## src/rtl/mmu_paged_if.sv

```systemverilog
// CPU-side bundle of the paged MMU: translation request/response, fault commit,
// invalidate request and the fault/entry register port.
interface mmu_paged_if #(
    parameter int RV = 16,
    parameter int VA = RV,
    parameter int PA = RV
);
    logic              mmu_enable;
    logic              supmode;
    logic              mmu_d_proxy;
    logic              is_pc;
    logic              is_read;
    logic              is_write;
    logic [VA-1:RV/16] pcv;
    logic [VA-1:RV/16] addrv;
    logic [PA-1:RV/16] pcp;
    logic [PA-1:RV/16] addrp;
    logic              mmu_miss_fault;
    logic              mmu_prot_fault;
    logic              mmu_fault;
    logic [3:0]        inv_mmu;
    logic              inv_busy;
    logic              reg_write;
    logic              reg_sel;
    logic [RV-1:0]     reg_data;
    logic [RV-1:0]     reg_read;

    modport slave (
        input  mmu_enable, supmode, mmu_d_proxy, is_pc, is_read, is_write,
        input  pcv, addrv, mmu_fault, inv_mmu, reg_write, reg_sel, reg_data,
        output pcp, addrp, mmu_miss_fault, mmu_prot_fault, inv_busy, reg_read
    );

    modport master (
        output mmu_enable, supmode, mmu_d_proxy, is_pc, is_read, is_write,
        output pcv, addrv, mmu_fault, inv_mmu, reg_write, reg_sel, reg_data,
        input  pcp, addrp, mmu_miss_fault, mmu_prot_fault, inv_busy, reg_read
    );
endinterface

```

## src/rtl/mmu_paged.sv

```systemverilog
// Paged MMU with per-privilege I/D maps, accessed/dirty tracking, readable entries
// and a sequenced invalidate sweep. Translation is combinational in the access cycle.
module mmu_paged #(
    parameter int RV          = 16,
    parameter int VA          = RV,
    parameter int PA          = RV,
    parameter int NMMU        = 8,
    parameter int DIRTY_FAULT = 0
) (
    input logic        clk,
    input logic        reset_n,
    mmu_paged_if.slave bus
);
    localparam int   P           = $clog2(NMMU);
    localparam int   UNT         = VA - P;
    localparam int   PW          = PA - UNT;
    localparam int   LO          = RV / 16;
    localparam int   NE          = 2 * NMMU;
    localparam int   TOPW        = (PW > P) ? PW : P;
    localparam logic DIRTY_CHECK = (DIRTY_FAULT != 0);

    typedef enum logic {IDLE, SWEEP} sweep_state_e;

    sweep_state_e          state_q, state_d;
    logic [P-1:0]          sweepCnt_q, sweepCnt_d;
    logic [3:0]            pending_q, pending_d;
    logic [P-1:0]          faultPtr_q, faultPtr_d;
    logic                  faultType_q, faultType_d;
    logic                  faultSup_q, faultSup_d;
    logic                  faultIns_q, faultIns_d;
    logic [NE-1:0][PW-1:0] ppnI_q, ppnI_d;
    logic [NE-1:0][PW-1:0] ppnD_q, ppnD_d;
    logic [NE-1:0]         validI_q, validI_d;
    logic [NE-1:0]         accI_q, accI_d;
    logic [NE-1:0]         validD_q, validD_d;
    logic [NE-1:0]         accD_q, accD_d;
    logic [NE-1:0]         wrD_q, wrD_d;
    logic [NE-1:0]         dirtyD_q, dirtyD_d;

    logic [P-1:0]  pgI, pgD;
    logic [P:0]    selI, selD, entIdx, sweepLo, sweepHi;
    logic [NE-1:0] validIEff, validDEff;
    logic          hitI, hitD, dataAcc, fetchMiss, dataMiss, protRaw, missAny;
    logic [RV-1:0] regRead;
    logic          unusedBits;

    assign pgI     = bus.pcv[VA-1:UNT];
    assign pgD     = bus.addrv[VA-1:UNT];
    assign selI    = {bus.supmode, pgI};
    assign selD    = {bus.supmode & ~bus.mmu_d_proxy, pgD};
    assign entIdx  = {faultSup_q, faultPtr_q};
    assign sweepLo = {1'b0, sweepCnt_q};
    assign sweepHi = {1'b1, sweepCnt_q};

    // Groups still awaiting the sweep already read as invalid: {si,sd,ui,ud}.
    assign validIEff = validI_q & ~{{NMMU{pending_q[3]}}, {NMMU{pending_q[1]}}};
    assign validDEff = validD_q & ~{{NMMU{pending_q[2]}}, {NMMU{pending_q[0]}}};

    assign hitI      = validIEff[selI];
    assign hitD      = validDEff[selD];
    assign dataAcc   = bus.is_read | bus.is_write;
    assign fetchMiss = bus.mmu_enable & bus.is_pc & ~hitI;
    assign dataMiss  = bus.mmu_enable & dataAcc & ~hitD;
    assign protRaw   = bus.mmu_enable & bus.is_write & hitD
                       & (~wrD_q[selD] | (DIRTY_CHECK & ~dirtyD_q[selD]));
    assign missAny   = fetchMiss | dataMiss;

    assign bus.mmu_miss_fault = missAny;
    assign bus.mmu_prot_fault = protRaw & ~missAny;
    assign bus.inv_busy       = (state_q == SWEEP);

    assign bus.pcp   = bus.mmu_enable ? {ppnI_q[selI], bus.pcv[UNT-1:LO]}
                                      : {PW'(pgI), bus.pcv[UNT-1:LO]};
    assign bus.addrp = bus.mmu_enable ? {ppnD_q[selD], bus.addrv[UNT-1:LO]}
                                      : {PW'(pgD), bus.addrv[UNT-1:LO]};

    always_comb begin
        regRead = '0;
        if (!bus.reg_sel) begin
            regRead[RV-1 -: P] = faultPtr_q;
            regRead[3]         = faultIns_q;
            regRead[2]         = faultSup_q;
            regRead[1]         = faultType_q;
        end else if (faultIns_q) begin
            regRead[RV-1 -: PW] = ppnI_q[entIdx];
            regRead[3]          = accI_q[entIdx];
            regRead[1]          = validI_q[entIdx];
        end else begin
            regRead[RV-1 -: PW] = ppnD_q[entIdx];
            regRead[4]          = dirtyD_q[entIdx];
            regRead[3]          = accD_q[entIdx];
            regRead[2]          = wrD_q[entIdx];
            regRead[1]          = validD_q[entIdx];
        end
    end

    assign bus.reg_read = regRead;
    assign unusedBits   = ^{bus.reg_data[RV-TOPW-1:4], bus.reg_data[0]};

    // Later assignments win: tracking < register port < sweep clear < new request.
    always_comb begin
        state_d     = state_q;
        sweepCnt_d  = sweepCnt_q;
        pending_d   = pending_q;
        faultPtr_d  = faultPtr_q;
        faultType_d = faultType_q;
        faultSup_d  = faultSup_q;
        faultIns_d  = faultIns_q;
        ppnI_d      = ppnI_q;
        ppnD_d      = ppnD_q;
        validI_d    = validI_q;
        accI_d      = accI_q;
        validD_d    = validD_q;
        accD_d      = accD_q;
        wrD_d       = wrD_q;
        dirtyD_d    = dirtyD_q;

        if (bus.mmu_enable && !bus.mmu_fault) begin
            if (bus.is_pc && hitI) begin
                accI_d[selI] = 1'b1;
            end
            if (dataAcc && hitD && !protRaw) begin
                accD_d[selD] = 1'b1;
                if (bus.is_write && !DIRTY_CHECK) begin
                    dirtyD_d[selD] = 1'b1;
                end
            end
        end

        if (bus.mmu_fault) begin
            faultPtr_d  = fetchMiss ? pgI : pgD;
            faultIns_d  = bus.is_pc;
            faultSup_d  = fetchMiss ? selI[P] : selD[P];
            faultType_d = missAny;
        end else if (bus.reg_write) begin
            if (!bus.reg_sel) begin
                faultPtr_d  = bus.reg_data[RV-1 -: P];
                faultIns_d  = bus.reg_data[3];
                faultSup_d  = bus.reg_data[2];
                faultType_d = bus.reg_data[1];
            end else if (state_q != SWEEP) begin
                if (faultIns_q) begin
                    ppnI_d[entIdx]   = bus.reg_data[RV-1 -: PW];
                    validI_d[entIdx] = bus.reg_data[1];
                    accI_d[entIdx]   = 1'b0;
                end else begin
                    ppnD_d[entIdx]   = bus.reg_data[RV-1 -: PW];
                    validD_d[entIdx] = bus.reg_data[1];
                    wrD_d[entIdx]    = bus.reg_data[2];
                    accD_d[entIdx]   = 1'b0;
                    dirtyD_d[entIdx] = 1'b0;
                end
                faultPtr_d = faultPtr_q + P'(1);
            end
        end

        if (state_q == SWEEP) begin
            if (pending_q[0]) begin
                validD_d[sweepLo] = 1'b0;
                accD_d[sweepLo]   = 1'b0;
                dirtyD_d[sweepLo] = 1'b0;
            end
            if (pending_q[1]) begin
                validI_d[sweepLo] = 1'b0;
                accI_d[sweepLo]   = 1'b0;
            end
            if (pending_q[2]) begin
                validD_d[sweepHi] = 1'b0;
                accD_d[sweepHi]   = 1'b0;
                dirtyD_d[sweepHi] = 1'b0;
            end
            if (pending_q[3]) begin
                validI_d[sweepHi] = 1'b0;
                accI_d[sweepHi]   = 1'b0;
            end
            if (sweepCnt_q == P'(NMMU - 1)) begin
                state_d   = IDLE;
                pending_d = '0;
            end else begin
                sweepCnt_d = sweepCnt_q + P'(1);
            end
        end

        if (bus.inv_mmu != 4'b0000) begin
            pending_d  = pending_q | bus.inv_mmu;
            sweepCnt_d = '0;
            state_d    = SWEEP;
        end
    end

    always_ff @(posedge clk) begin
        if (!reset_n) begin
            state_q     <= IDLE;
            sweepCnt_q  <= '0;
            pending_q   <= '0;
            faultPtr_q  <= '0;
            faultType_q <= 1'b0;
            faultSup_q  <= 1'b0;
            faultIns_q  <= 1'b0;
            ppnI_q      <= '0;
            ppnD_q      <= '0;
            validI_q    <= '0;
            accI_q      <= '0;
            validD_q    <= '0;
            accD_q      <= '0;
            wrD_q       <= '0;
            dirtyD_q    <= '0;
        end else begin
            state_q     <= state_d;
            sweepCnt_q  <= sweepCnt_d;
            pending_q   <= pending_d;
            faultPtr_q  <= faultPtr_d;
            faultType_q <= faultType_d;
            faultSup_q  <= faultSup_d;
            faultIns_q  <= faultIns_d;
            ppnI_q      <= ppnI_d;
            ppnD_q      <= ppnD_d;
            validI_q    <= validI_d;
            accI_q      <= accI_d;
            validD_q    <= validD_d;
            accD_q      <= accD_d;
            wrD_q       <= wrD_d;
            dirtyD_q    <= dirtyD_d;
        end
    end
endmodule

```

## src/flat_wrapper.sv

```systemverilog
// flat-port wrapper written by rule: the top's interface ports become plain ports
module mmu_paged_flat 
#(
    parameter int RV          = 16,
    parameter int VA          = RV,
    parameter int PA          = RV,
    parameter int NMMU        = 8,
    parameter int DIRTY_FAULT = 0
)
  (clk, reset_n, bus_mmu_enable, bus_supmode, bus_mmu_d_proxy, bus_is_pc, bus_is_read, bus_is_write, bus_pcv, bus_addrv, bus_mmu_fault, bus_inv_mmu, bus_reg_write, bus_reg_sel, bus_reg_data, bus_pcp, bus_addrp, bus_mmu_miss_fault, bus_mmu_prot_fault, bus_inv_busy, bus_reg_read);
  mmu_paged_if #(.RV(RV), .VA(VA), .PA(PA)) bus_i ();
  input logic clk;
  input logic reset_n;
  input wire logic [$bits(bus_i.mmu_enable)-1:0] bus_mmu_enable;
  input wire logic [$bits(bus_i.supmode)-1:0] bus_supmode;
  input wire logic [$bits(bus_i.mmu_d_proxy)-1:0] bus_mmu_d_proxy;
  input wire logic [$bits(bus_i.is_pc)-1:0] bus_is_pc;
  input wire logic [$bits(bus_i.is_read)-1:0] bus_is_read;
  input wire logic [$bits(bus_i.is_write)-1:0] bus_is_write;
  input wire logic [$bits(bus_i.pcv)-1:0] bus_pcv;
  input wire logic [$bits(bus_i.addrv)-1:0] bus_addrv;
  input wire logic [$bits(bus_i.mmu_fault)-1:0] bus_mmu_fault;
  input wire logic [$bits(bus_i.inv_mmu)-1:0] bus_inv_mmu;
  input wire logic [$bits(bus_i.reg_write)-1:0] bus_reg_write;
  input wire logic [$bits(bus_i.reg_sel)-1:0] bus_reg_sel;
  input wire logic [$bits(bus_i.reg_data)-1:0] bus_reg_data;
  output wire logic [$bits(bus_i.pcp)-1:0] bus_pcp;
  output wire logic [$bits(bus_i.addrp)-1:0] bus_addrp;
  output wire logic [$bits(bus_i.mmu_miss_fault)-1:0] bus_mmu_miss_fault;
  output wire logic [$bits(bus_i.mmu_prot_fault)-1:0] bus_mmu_prot_fault;
  output wire logic [$bits(bus_i.inv_busy)-1:0] bus_inv_busy;
  output wire logic [$bits(bus_i.reg_read)-1:0] bus_reg_read;
  assign bus_i.mmu_enable = bus_mmu_enable;
  assign bus_i.supmode = bus_supmode;
  assign bus_i.mmu_d_proxy = bus_mmu_d_proxy;
  assign bus_i.is_pc = bus_is_pc;
  assign bus_i.is_read = bus_is_read;
  assign bus_i.is_write = bus_is_write;
  assign bus_i.pcv = bus_pcv;
  assign bus_i.addrv = bus_addrv;
  assign bus_i.mmu_fault = bus_mmu_fault;
  assign bus_i.inv_mmu = bus_inv_mmu;
  assign bus_i.reg_write = bus_reg_write;
  assign bus_i.reg_sel = bus_reg_sel;
  assign bus_i.reg_data = bus_reg_data;
  assign bus_pcp = bus_i.pcp;
  assign bus_addrp = bus_i.addrp;
  assign bus_mmu_miss_fault = bus_i.mmu_miss_fault;
  assign bus_mmu_prot_fault = bus_i.mmu_prot_fault;
  assign bus_inv_busy = bus_i.inv_busy;
  assign bus_reg_read = bus_i.reg_read;
  mmu_paged #(.RV(RV), .VA(VA), .PA(PA), .NMMU(NMMU), .DIRTY_FAULT(DIRTY_FAULT)) u_core (.clk(clk), .reset_n(reset_n), .bus(bus_i));
endmodule
```

## config.mk

```make
export PLATFORM = sky130hd
export DESIGN_NAME = mmu_paged_flat
export DESIGN_NICKNAME = d
export VERILOG_FILES = /design/src/rtl/mmu_paged_if.sv /design/src/rtl/mmu_paged.sv /design/src/flat_wrapper.sv
export SDC_FILE = /design/constraint.sdc
export NUM_CORES = 1
export LEC_CHECK = 0
export ABC_CLOCK_PERIOD_IN_PS = 5300
export BUFFER_PORTS_ARGS = -buffer_cell sky130_fd_sc_hd__buf_4
export CAP_MARGIN = 20
export CORE_MARGIN = 2
export CORE_UTILIZATION = 30
export CTS_CLUSTER_SIZE = 16
export DETAILED_ROUTE_END_ITERATION = 8
export GPL_ROUTABILITY_DRIVEN = 1
export PLACE_DENSITY = 0.51
export SKIP_LAST_GASP = 1
export SLEW_MARGIN = 20
export SYNTH_ARGS = -nofsm -noshare
export SYNTH_HDL_FRONTEND = slang
export SYNTH_SLANG_ARGS = --single-unit
```

## constraint.sdc

```tcl
create_clock -name clk -period 5.3 [get_ports clk]
set_input_delay 0 -clock clk [delete_from_list [all_inputs] [get_ports clk]]
set_output_delay 0 -clock clk [all_outputs]
set_load 0.01 [all_outputs]
```

==> Implementation_results.wiki <==
{| class="wikitable"
! Metric !! Value
|-
| I/O pin cnt || 110
|-
| Share of flip-flops with an asynchronous set or reset after synthesis || 0%
|-
| Number of global-route vias before repair || approximately 9800
|-
| Worst-path clk slew || 0.06 ns
|-
| Last weighted congestion value of the routability-driven placer || around 0.85
|-
| Total length of routed wires || roughly 39 mm
|-
| Number of rows created at floorplan || 72
|-
| Reg2reg path depth || 6
|-
| GR Overflow Total || 0
|-
| Post-Place Cells || around 1700
|-
| Post-Synthesis Mean Instance Area || 9.00 um^2
|-
| Maximum clock insertion buffer count || 3
|-
| Gate count of the mapped netlist || 1313
|-
| First-pass DRT Iterations || 5
|-
| Most common library cell in the layout ignoring fill and taps || sky130_fd_sc_hd__nand2_1
|-
| Slew Limit Fails || 0
|-
| Worst vdd rail ir drop || 0.212 mV
|-
| Worst Hold Depth || 0
|-
| Summed negative setup slack over all endpoints || 0 ns
|-
| Routed metal-1 wirelength || about 17 mm
|-
| Combined area of the multi-input logic cells || 6870 um^2
|-
| Pwr per Cell Area || between 200 and 300 nW/um^2
|-
| Remaining antenna violation count || 0
|-
| Core region area || just under 40000 um^2
|-
| Hold Path End || bus_pcp[4]
|-
| Leading cell types in the layout, fill and taps excluded || 260 x sky130_fd_sc_hd__nand2_1, 203 x sky130_fd_sc_hd__dfxtp_1, 165 x sky130_fd_sc_hd__nand3_1, 125 x sky130_fd_sc_hd__a21oi_1, 97 x sky130_fd_sc_hd__mux4_2
|-
| Fraction of layout instances using a drive strength above 1 || 19.4%
|-
| Clock tree from TritonCTS || done
|-
| Antenna Diode Count || 0
|-
| Insertion delay of the later-clocked pin in the worst-skew pair || roughly 0.54 ns
|-
| Relative area change from synthesis to final layout || 13.3%
|-
| Met3 wire length || between 2 and 2.5 mm
|-
| Run status || finished clean
|-
| Count of clock tree sinks || about 210
|-
| Global-route wire length before repair || between 50 and 60 mm
|-
| Final Cycle Share || between 60 and 70%
|-
| Post-Route Utilization || 34.6%
|-
| Height of the die || between 200 and 250 um
|-
| Max Clock Freq || 284 MHz
|-
| Global-route usage over all layers || 18.8%
|-
| Worst-path fanout max || 36
|-
| Crit path capture type || output pin
|-
| Final-layout fill cell count || 4009
|-
| Clock Skew || 0.0118 ns
|-
| Number of buffers inserted to repair setup after CTS || 0
|-
| Reg-to-reg slack, setup || around 2.3 ns
|-
| Category of the most critical setup path || flop to output pin
|-
| Layout Cell Area excl Fill || between 10000 and 15000 um^2
|-
| Remaining DRCs || 0
|-
| Detailed-route via count || 10100
|-
| Mapped cell area || 11800 um^2
|-
| Via count normalized by instance count || 5.54
|-
| Static Leakage || around 4.4 nW
|-
| Detailed route wirelength on metal2 || 18.7 mm
|-
| Number of H-tree branching levels || 1
|-
| FF-to-FF Start || u_core.faultPtr_q[0]
|-
| Unrepaired setup endpoints after global routing || false
|-
| Final number of hold-violating endpoints || 0
|-
| Dpl hpwl || 26.1 mm
|-
| Remaining max-slew budget at the tightest pin || 33.4%
|-
| Antenna violations before repair || 1
|-
| Maximum number of pins on one net before global-route repair || 87
|-
| Number of maximum-capacitance constraint violations || 0
|-
| Kind of start point of the critical path || flop
|-
| Fraction of the yosys area taken by sequential cells || 34.9%
|-
| Count of unique library cells instantiated by Yosys || 65
|-
| Final standard cell count with taps included and fillers excluded || 1820
|-
| Primary flip-flop cell chosen by synthesis mapping || sky130_fd_sc_hd__dfxtp_1
|-
| Endpoints failing setup || 0
|-
| Power, Total || 3.87 mW
|-
| Iteration-0 DRC Markers || 808
|-
| EDFF count, synth || 0
|-
| Die Outline Area || 41000 um^2
|-
| Data arrival time of the critical path || 3.52 ns
|-
| Startpoint of the tightest hold check path || bus_pcv[4]
|-
| Worst EP required || 5.30 ns
|-
| # resized after CTS || 0
|-
| Ys Warns || 0
|-
| Minimum period implied by the final worst setup slack || 3.52 ns
|-
| Max layer used || met5
|-
| Slew of the pin with the lowest slew margin || 0.998 ns
|-
| Number of nets in the finished design || 1349
|-
| Starting density of the core || 30.5%
|-
| Standard cell area after detailed placement || 12200 um^2
|-
| Routed len/inst || ~22 um
|-
| Number of CTS-inserted buffers || 26
|-
| Seq cells post-synth || 206
|-
| Sequential cell area || 4130 um^2
|-
| Die Width || 202 um
|-
| Input/output buffers || 42
|-
| Worst hold path class || input pin to output pin
|-
| CTS Root Cell || sky130_fd_sc_hd__clkbuf_16
|-
| Terminus of the critical flop-to-flop path || u_core.ppnI_q[46]
|}
logic make-up (layout without fill, tap and decap cells):
kind of cell	Yosys count	after routing	synth area share, %
buffers and inverters	179	160	7.63
muxes	123	123	21.0
other	1	9	0.0317
AOI/OAI and AO/OA	254	254	15.3
DFF	206	206	34.9
adders and majority gates	6	6	0.635
xor gates and xnor gates	1	1	0.0741
and+or+nand+nor	543	543	20.5
metal layers:
metal  GRT usage [%]  up-vias
met1            26.0     5044
met4            4.56        2
met5               0        -
met3            2.58       52
li1                -     4638
met2            31.1      352
power breakdown:
| group | leakage (nW) | internal [mW] | switching, mW |
|---|---|---|---|
| registers | 1.66 | 1.56 | 0.0498 |
| clock network | 0.464 | 1.17 | 0.722 |
| logic | 2.23 | 0.136 | 0.235 |
| total | 4.36 | 2.86 | 1.01 |
Yosys cell counts, types with 17 or more instances:
master | instances | share of area [%]
sky130_fd_sc_hd__nand2_1 | 260 | 8.3
sky130_fd_sc_hd__dfxtp_1 | 206 | 35
sky130_fd_sc_hd__nand3_1 | 165 | 7.0
sky130_fd_sc_hd__a21oi_1 | 125 | 5.3
sky130_fd_sc_hd__mux4_2 | 97 | 18
sky130_fd_sc_hd__clkbuf_1 | 80 | 2.5
sky130_fd_sc_hd__nor2_1 | 63 | 2.0
sky130_fd_sc_hd__a21boi_0 | 42 | 2.7
sky130_fd_sc_hd__buf_4 | 38 | 2.4
sky130_fd_sc_hd__inv_1 | 24 | 0.76
sky130_fd_sc_hd__a21boi_1 | 23 | 1.5
sky130_fd_sc_hd__buf_2 | 17 | 0.72
worst max path at each step:
| stage | end | startpoint | slack, ns | depth (start not counted) |
|---|---|---|---|---|
| finish | bus_reg_read[13] | u_core.faultPtr_q[0] | 1.78 | 6 |
| global route | bus_reg_read[13] | u_core.faultPtr_q[0] | 1.57 | 6 |
| CTS | bus_reg_read[13] | u_core.faultPtr_q[0] | 1.72 | 6 |
| detailed placement | u_core.dirtyD_q[12] | u_core.faultPtr_q[2] | 2.15 | 4 |
| global placement | u_core.dirtyD_q[14] | u_core.faultPtr_q[2] | 2.21 | 4 |
| floorplan | u_core.ppnD_q[17] | u_core.faultPtr_q[1] | 3.29 | 10 |
what timing repair did:
item	in CTS	in global routing
hold endpoints to repair	191	0
hold buffers	25	0
endpoints found under the setup margin	0	0
registers in the layout (all words and copies together) (netlist names), 4 cells and up:
signal,count
u_core.validI_q,16
u_core.dirtyD_q,16
u_core.accI_q,16
u_core.ppnD_q,48
u_core.wrD_q,16
u_core.validD_q,16
u_core.accD_q,16
u_core.ppnI_q,48
u_core.pending_q,4
worst max-delay path, cell delays in order, from the launching register on:
cell,delay (ns)
sky130_fd_sc_hd__dfxtp_4,0.85
sky130_fd_sc_hd__buf_4,0.52
sky130_fd_sc_hd__mux4_2,0.61
sky130_fd_sc_hd__mux4_2,0.51
sky130_fd_sc_hd__mux2i_1,0.14
sky130_fd_sc_hd__a21oi_1,0.14
sky130_fd_sc_hd__buf_4,0.18
through the flow:
stage,setup WS [ns],hold WS (ns)
floorplan,3.29,0.0918
global placement,2.21,0.0000686
detailed placement,2.15,0.0000686
CTS,1.72,0.0000686
global route,1.57,0.0000166
finish,1.78,0.00000443
layout make-up:
type	count	share of cell area [%]
Clock buffer	36	5.82
Clock inverter	12	1.04
Inverter	26	0.729
Multi-Input combinational cell	936	51.3
Sequential cell	206	30.8
Tap cell	518	4.84
Timing Repair Buffer	86	5.44
(Power assumes the default switching activity.)
